--- config.mk ---
export PLATFORM = sky130hd
export DESIGN_NAME = encrypt_pipe
export DESIGN_NICKNAME = d
export VERILOG_FILES = /design/src/rtl/encrypt_pkg.sv /design/src/rtl/alpha_shift.sv /design/src/rtl/encrypt_pipe.sv
export SDC_FILE = /design/constraint.sdc
export NUM_CORES = 1
export LEC_CHECK = 0
export CAP_MARGIN = 25
export CORE_MARGIN = 4
export CORE_UTILIZATION = 26
export CTS_BUF_LIST = sky130_fd_sc_hd__clkbuf_2
export CTS_CLUSTER_SIZE = 20
export DETAILED_ROUTE_END_ITERATION = 10
export MAX_ROUTING_LAYER = met4
export PLACE_DENSITY = 0.44
export SETUP_SLACK_MARGIN = 0.1
export SLEW_MARGIN = 5
export SYNTH_ARGS = -nofsm -noshare
export SYNTH_HDL_FRONTEND = slang
export SYNTH_SLANG_ARGS = --single-unit
--- constraint.sdc ---
create_clock -name clk -period 4.7 [get_ports clk]
set_clock_uncertainty 0.15 [all_clocks]
set_input_delay 0.47 -clock clk [delete_from_list [all_inputs] [get_ports clk]]
set_output_delay 0.47 -clock clk [all_outputs]
set_load 0.02 [all_outputs]
--- src/rtl/encrypt_pkg.sv ---
// encrypt_pkg: ASCII bounds, key selector and stage-1 record shared by the encrypt and decrypt pipes.
package encrypt_pkg;
    localparam logic [7:0] UPPER_LO  = 8'h41;
    localparam logic [7:0] UPPER_HI  = 8'h5A;
    localparam logic [7:0] LOWER_LO  = 8'h61;
    localparam logic [7:0] LOWER_HI  = 8'h7A;
    localparam int         ALPHA_LEN = 26;
    localparam int         AMT_W     = 4;

    typedef enum logic [1:0] {KEY1, KEY2, KEY3} key_sel_t;

    typedef struct packed {
        logic             valid;
        logic [7:0]       data;
        logic             is_upper;
        logic             is_lower;
        logic             shift_en;
        logic [AMT_W-1:0] shift_amt;
        logic             mode;
        logic [7:0]       key;
    } enc_stage_t;
endpackage

--- src/rtl/alpha_shift.sv ---
// alpha_shift: combinational modular shift of one letter within its own case; other bytes pass through.
module alpha_shift
    import encrypt_pkg::*;
(
    input  logic [7:0]       din,
    input  logic             is_upper,
    input  logic             is_lower,
    input  logic [AMT_W-1:0] amt,
    output logic [7:0]       dout
);
    logic [7:0] base;
    logic [7:0] diff;
    logic [5:0] sum;
    logic [5:0] wrapped;

    // Largest sum is 25 + 15, so a single subtract of 26 always lands back in range.
    always_comb begin
        base    = is_upper ? UPPER_LO : LOWER_LO;
        diff    = din - base;
        sum     = {1'b0, diff[4:0]} + 6'(amt);
        wrapped = (sum >= 6'(ALPHA_LEN)) ? sum - 6'(ALPHA_LEN) : sum;
        dout    = (is_upper || is_lower) ? base + {2'b00, wrapped} : din;
    end
endmodule

--- src/rtl/encrypt_pipe.sv ---
// encrypt_pipe: capture -> alphabetic shift -> key XOR, one byte per cycle, rotating k1->k2->k3.
module encrypt_pipe
    import encrypt_pkg::*;
#(
    parameter int LATENCY = 3,
    parameter int SHIFT_W = AMT_W,
    parameter int ROT_W   = 3
) (
    input  logic               clk,
    input  logic               rst,
    input  logic               en,
    input  logic [7:0]         din,
    input  logic [7:0]         k1,
    input  logic [7:0]         k2,
    input  logic [7:0]         k3,
    input  logic [ROT_W-1:0]   rot_freq,
    input  logic               shift_en,
    input  logic [SHIFT_W-1:0] shift_amt,
    input  logic               mode,
    output logic               v,
    output logic [7:0]         dout
);
    if (LATENCY != 3 || SHIFT_W != AMT_W) begin : g_bad_param
        $error("encrypt_pipe: LATENCY must be 3 and SHIFT_W must equal AMT_W");
    end

    key_sel_t         key_sel, key_nxt;
    logic [ROT_W-1:0] cnt, cnt_nxt;
    logic             rotate;
    logic [7:0]       key_cur;
    enc_stage_t       s1;
    logic [7:0]       shifted;
    logic             s2_v, s2_mode;
    logic [7:0]       s2_data, s2_key;

    // The accepted byte always snapshots the pre-rotation key.
    always_comb begin
        key_cur = (key_sel == KEY2) ? k2 : (key_sel == KEY3) ? k3 : k1;
        rotate  = en && (rot_freq != '0) && (cnt >= rot_freq - ROT_W'(1));
        cnt_nxt = !en ? cnt : (rot_freq == '0 || rotate) ? '0 : cnt + ROT_W'(1);
        key_nxt = !rotate ? key_sel : (key_sel == KEY1) ? KEY2 : (key_sel == KEY2) ? KEY3 : KEY1;
    end

    always_ff @(posedge clk or negedge rst) begin
        if (!rst) begin
            key_sel <= KEY1;
            cnt     <= '0;
        end else begin
            key_sel <= key_nxt;
            cnt     <= cnt_nxt;
        end
    end

    always_ff @(posedge clk or negedge rst) begin
        if (!rst) begin
            s1 <= '0;
        end else begin
            s1.valid <= en;
            if (en) begin
                s1.data      <= din;
                s1.is_upper  <= (din >= UPPER_LO) && (din <= UPPER_HI);
                s1.is_lower  <= (din >= LOWER_LO) && (din <= LOWER_HI);
                s1.shift_en  <= shift_en;
                s1.shift_amt <= shift_amt;
                s1.mode      <= mode;
                s1.key       <= key_cur;
            end
        end
    end

    alpha_shift u_shift (
        .din      (s1.data),
        .is_upper (s1.is_upper && s1.shift_en),
        .is_lower (s1.is_lower && s1.shift_en),
        .amt      (s1.shift_amt),
        .dout     (shifted)
    );

    always_ff @(posedge clk or negedge rst) begin
        if (!rst) begin
            s2_v    <= 1'b0;
            s2_mode <= 1'b0;
            s2_data <= '0;
            s2_key  <= '0;
            v       <= 1'b0;
            dout    <= '0;
        end else begin
            s2_v <= s1.valid;
            v    <= s2_v;
            if (s1.valid) begin
                s2_mode <= s1.mode;
                s2_data <= shifted;
                s2_key  <= s1.key;
            end
            if (s2_v) dout <= s2_mode ? s2_data ^ s2_key : s2_data;
        end
    end
endmodule

==> impl_metrics.env <==
export IMPL_syn_cell_area_mm2=0.003317
export IMPL_cts_sinks=57
export IMPL_hp_class="reg -> reg"
export IMPL_p_leak_nw=1.694
export IMPL_rsz0062_at_grt="false"
export IMPL_area_growth_pct=24.18
export IMPL_required_ns=4.94
export IMPL_antennaDiodeCount=0
export IMPL_drt_wirelength_per_cell_um=13.28
export IMPL_slowest_delay_ns=0.45
export IMPL_overflow=0
export IMPL_synth_edff_count=0
export IMPL_dieHeight_um=121.0
export IMPL_layout_drive_gt1_share=0.1558
export IMPL_port_buffers=52
export IMPL_fill_cells=1294
export IMPL_yosys_warnings=0
export IMPL_route_met3_wl_um=294
export IMPL_cts_buffers=9
export IMPL_powerDensity_mw_per_mm2=453.0
export IMPL_cts_tree="yes"
export IMPL_synth_top_cell_area_share=0.4300
export IMPL_worstPathCellList="inv_1 -> ha_1 -> inv_1 -> fa_1 -> xor2_2 -> inv_2 -> a22o_1 -> a31oi_2 -> nor3_4 -> xnor2_1 -> ha_1 -> nand2b_1 -> or2_2 -> mux2i_1 -> a21oi_1 -> xor2_1 -> a211oi_1"
export IMPL_worstHoldPathCells=1
export IMPL_r2r_start="s1[16]$_DFFE_PN0P_"
export IMPL_place_congestion=0.7389
export IMPL_met1Wirelength_mm=3.616
export IMPL_antenna_found_initial=0
export IMPL_core_mm2=0.01226
export IMPL_hold_slack_ns=0.3517
export IMPL_viasPerCell=4.613
export IMPL_ff2ff_setup_slack_ns=0.82
export IMPL_ctsResizeCount=0
export IMPL_hold_start="s1[0]$_DFFE_PN0P_"
export IMPL_grt_max_degree=58
export IMPL_clk_path_buf_depth=2
export IMPL_synth_area_leader_cell="dfrtp_1"
export IMPL_drc=0
export IMPL_yosys_top_cells_count="dfrtp_1, a21oi_1, mux2_2"
export IMPL_worst_path_buf_inv=3
export IMPL_clock_fmax_mhz=257.7
export IMPL_start_util=0.2705
export IMPL_power_total_mw=1.866
export IMPL_cp_num_cells=17
export IMPL_yosysSeqAreaShare=0.4300
export IMPL_clkTransAtPathRegs_ns=0.16
export IMPL_hold_end="s2_key[0]$_DFFE_PN0P_"
export IMPL_post_route_period_util=0.8256
export IMPL_ios=53
export IMPL_drtPass1Iterations=4
export IMPL_route_vias_total=2551
export IMPL_syn_inst=328
export IMPL_drtIter0Drc=141
export IMPL_die_w_um=121.0
export IMPL_num_nets_final=439
export IMPL_tns_ns=0
export IMPL_dp_hpwl_mm=5.537
export IMPL_post_synth_top_count_cell="dfrtp_1"
export IMPL_startpoint_type="flip-flop"
export IMPL_peakVddDrop_uv=138.7
export IMPL_crit_arrival_ns=4.12
export IMPL_hold_viol=0
export IMPL_cap_violations=0
export IMPL_avgSynthCellArea_um2=10.11
export IMPL_rr_worst_depth=17
export IMPL_synth_area_leaders="dfrtp_1, mux2_2, a21oi_1"
export IMPL_critPathTopFamily="adder cells"
export IMPL_ant_nets=0
export IMPL_crit_slowest_cell="fa_1"
export IMPL_cts_htree_levels=3
export IMPL_synth_nets=387
export IMPL_met2_length_mm=3.304
export IMPL_maxSlewHeadroom=0.3842
export IMPL_tightest_slew_ns=0.9236
export IMPL_cp_startpoint="s1[16]$_DFFE_PN0P_"
export IMPL_grtUsageTotal=0.1074
export IMPL_slew_violations=0
export IMPL_grt_pass1_vias=2553
export IMPL_synth_seq_cells=57
export IMPL_finalSetupViolCount=0
export IMPL_min_period_ns=3.880
export IMPL_wirelength_mm=7.343
export IMPL_cp_max_fo=6
export IMPL_grt_pass1_wl_mm=12.24
export IMPL_endpoint_kind="flip-flop"
export IMPL_ctsRootBufferMaster="clkbuf_2"
export IMPL_insertion_delay_ns=0.48
export IMPL_rr_endpoint="s2_data[4]$_DFFE_PN0P_"
export IMPL_synth_ff_type="dfrtp_1"
export IMPL_rows=40
export IMPL_top_layer="met4"
export IMPL_dieArea_mm2=0.01463
export IMPL_status="finished clean"
export IMPL_ys_types=48
export IMPL_async_reset_ff_frac=1.000
export IMPL_path_class="reg -> reg"
## layout make-up
class | instances | area (µm²) | share of cell area
repair buffers | 55 | 540.5 | 0.1312
clock inverters | 4 | 43.79 | 0.01063
clock buffers | 12 | 60.06 | 0.01458
flip-flops and latches | 57 | 1426 | 0.3463
multi-input cells | 239 | 1770 | 0.4298
well taps | 168 | 210.2 | 0.05103
inverters | 18 | 67.56 | 0.01640
## where the power goes
group / switching [mW] / total, mW / internal [mW]
registers: 0.138 / 0.769 / 0.631
logic: 0.393 / 0.796 / 0.403
clock network: 0.175 / 0.301 / 0.127
## worst reg2reg max path, delay by kind of cell (launching register included)
kind                       cells  cell delay [ns]
AOI/OAI and AO/OA              4             0.65
xor gates and xnor gates       3             0.58
adders and majority gates      3             0.95
buffers and inverters          3             0.26
DFF                            1             0.39
muxes                          1             0.13
and+or+nand+nor                3             0.73
## stage by stage
step / setup WS (ns) / cell area (µm²) / std cells / util
3_5_place_dp: 0.8309 / 4005 / 536 / 0.3266
3_3_place_gp: 0.9141 / 4005 / 536 / 0.3266
2_1_floorplan: 1.119 / 3317 / 328 / -
4_1_cts: 0.8009 / 4119 / 553 / 0.3359
5_1_grt: 0.4546 / 4119 / 553 / 0.3359
6_report: 0.8197 / 4119 / 553 / 0.3359
## metal layers
metal,track usage,vias up
met4,0.03966,0
met5,-,-
met2,0.1626,47
li1,-,1263
met1,0.1356,1229
met3,0.03263,12
## flip-flops by register name, indices dropped and copies added, names as in the netlist
register / flops
s1: 25
v: 1
cnt: 3
s2_v: 1
dout: 8
s2_key: 8
s2_data: 8
key_sel: 2
s2_mode: 1
## worst max-delay path by stage
stage / to
after floorplan: s2_data[4]$_DFFE_PN0P_
final: s2_data[4]$_DFFE_PN0P_
after global routing: s2_data[4]$_DFFE_PN0P_
after detailed placement: s2_data[4]$_DFFE_PN0P_
after global placement: s2_data[4]$_DFFE_PN0P_
after CTS: s2_data[4]$_DFFE_PN0P_
## cells in the final DEF, fill, tap and decap left out, drive strengths merged, types with 2 or more instances in the layout
cell type,count
dfrtp,57
clkdlybuf4s50,51
a21oi,36
mux2,30
nand2,26
nor2,22
inv,17
ha,14
xor2,14
mux2i,13
clkbuf,12
o21ai,12
a211oi,10
nor2b,8
xnor2,6
nor3,6
o22ai,5
nand2b,4
clkinv,4
nand3,3
a21o,3
and3,3
or3,3
buf,3
nor3b,3
o2111ai,2
o21a,2
a31oi,2
## cells by family (layout without fill, tap and decap cells)
kind of cell	after synthesis	count (layout)	share of synthesized area
buffers and inverters	32	89	0.03621
AO/OA/AOI/OAI	79	79	0.1479
flip-flops	57	57	0.4300
XOR/XNOR	20	20	0.05960
AND/OR/NAND/NOR	82	82	0.1264
adder cells (fa/ha/maj)	15	15	0.05885
multiplexers	43	43	0.1411
## repair_timing
item	CTS	global route
setup endpoints to repair	0	0
hold endpoints to repair	57	0
buffers inserted	0	0
hold buffers	1	0
(Power assumes the default switching activity.)
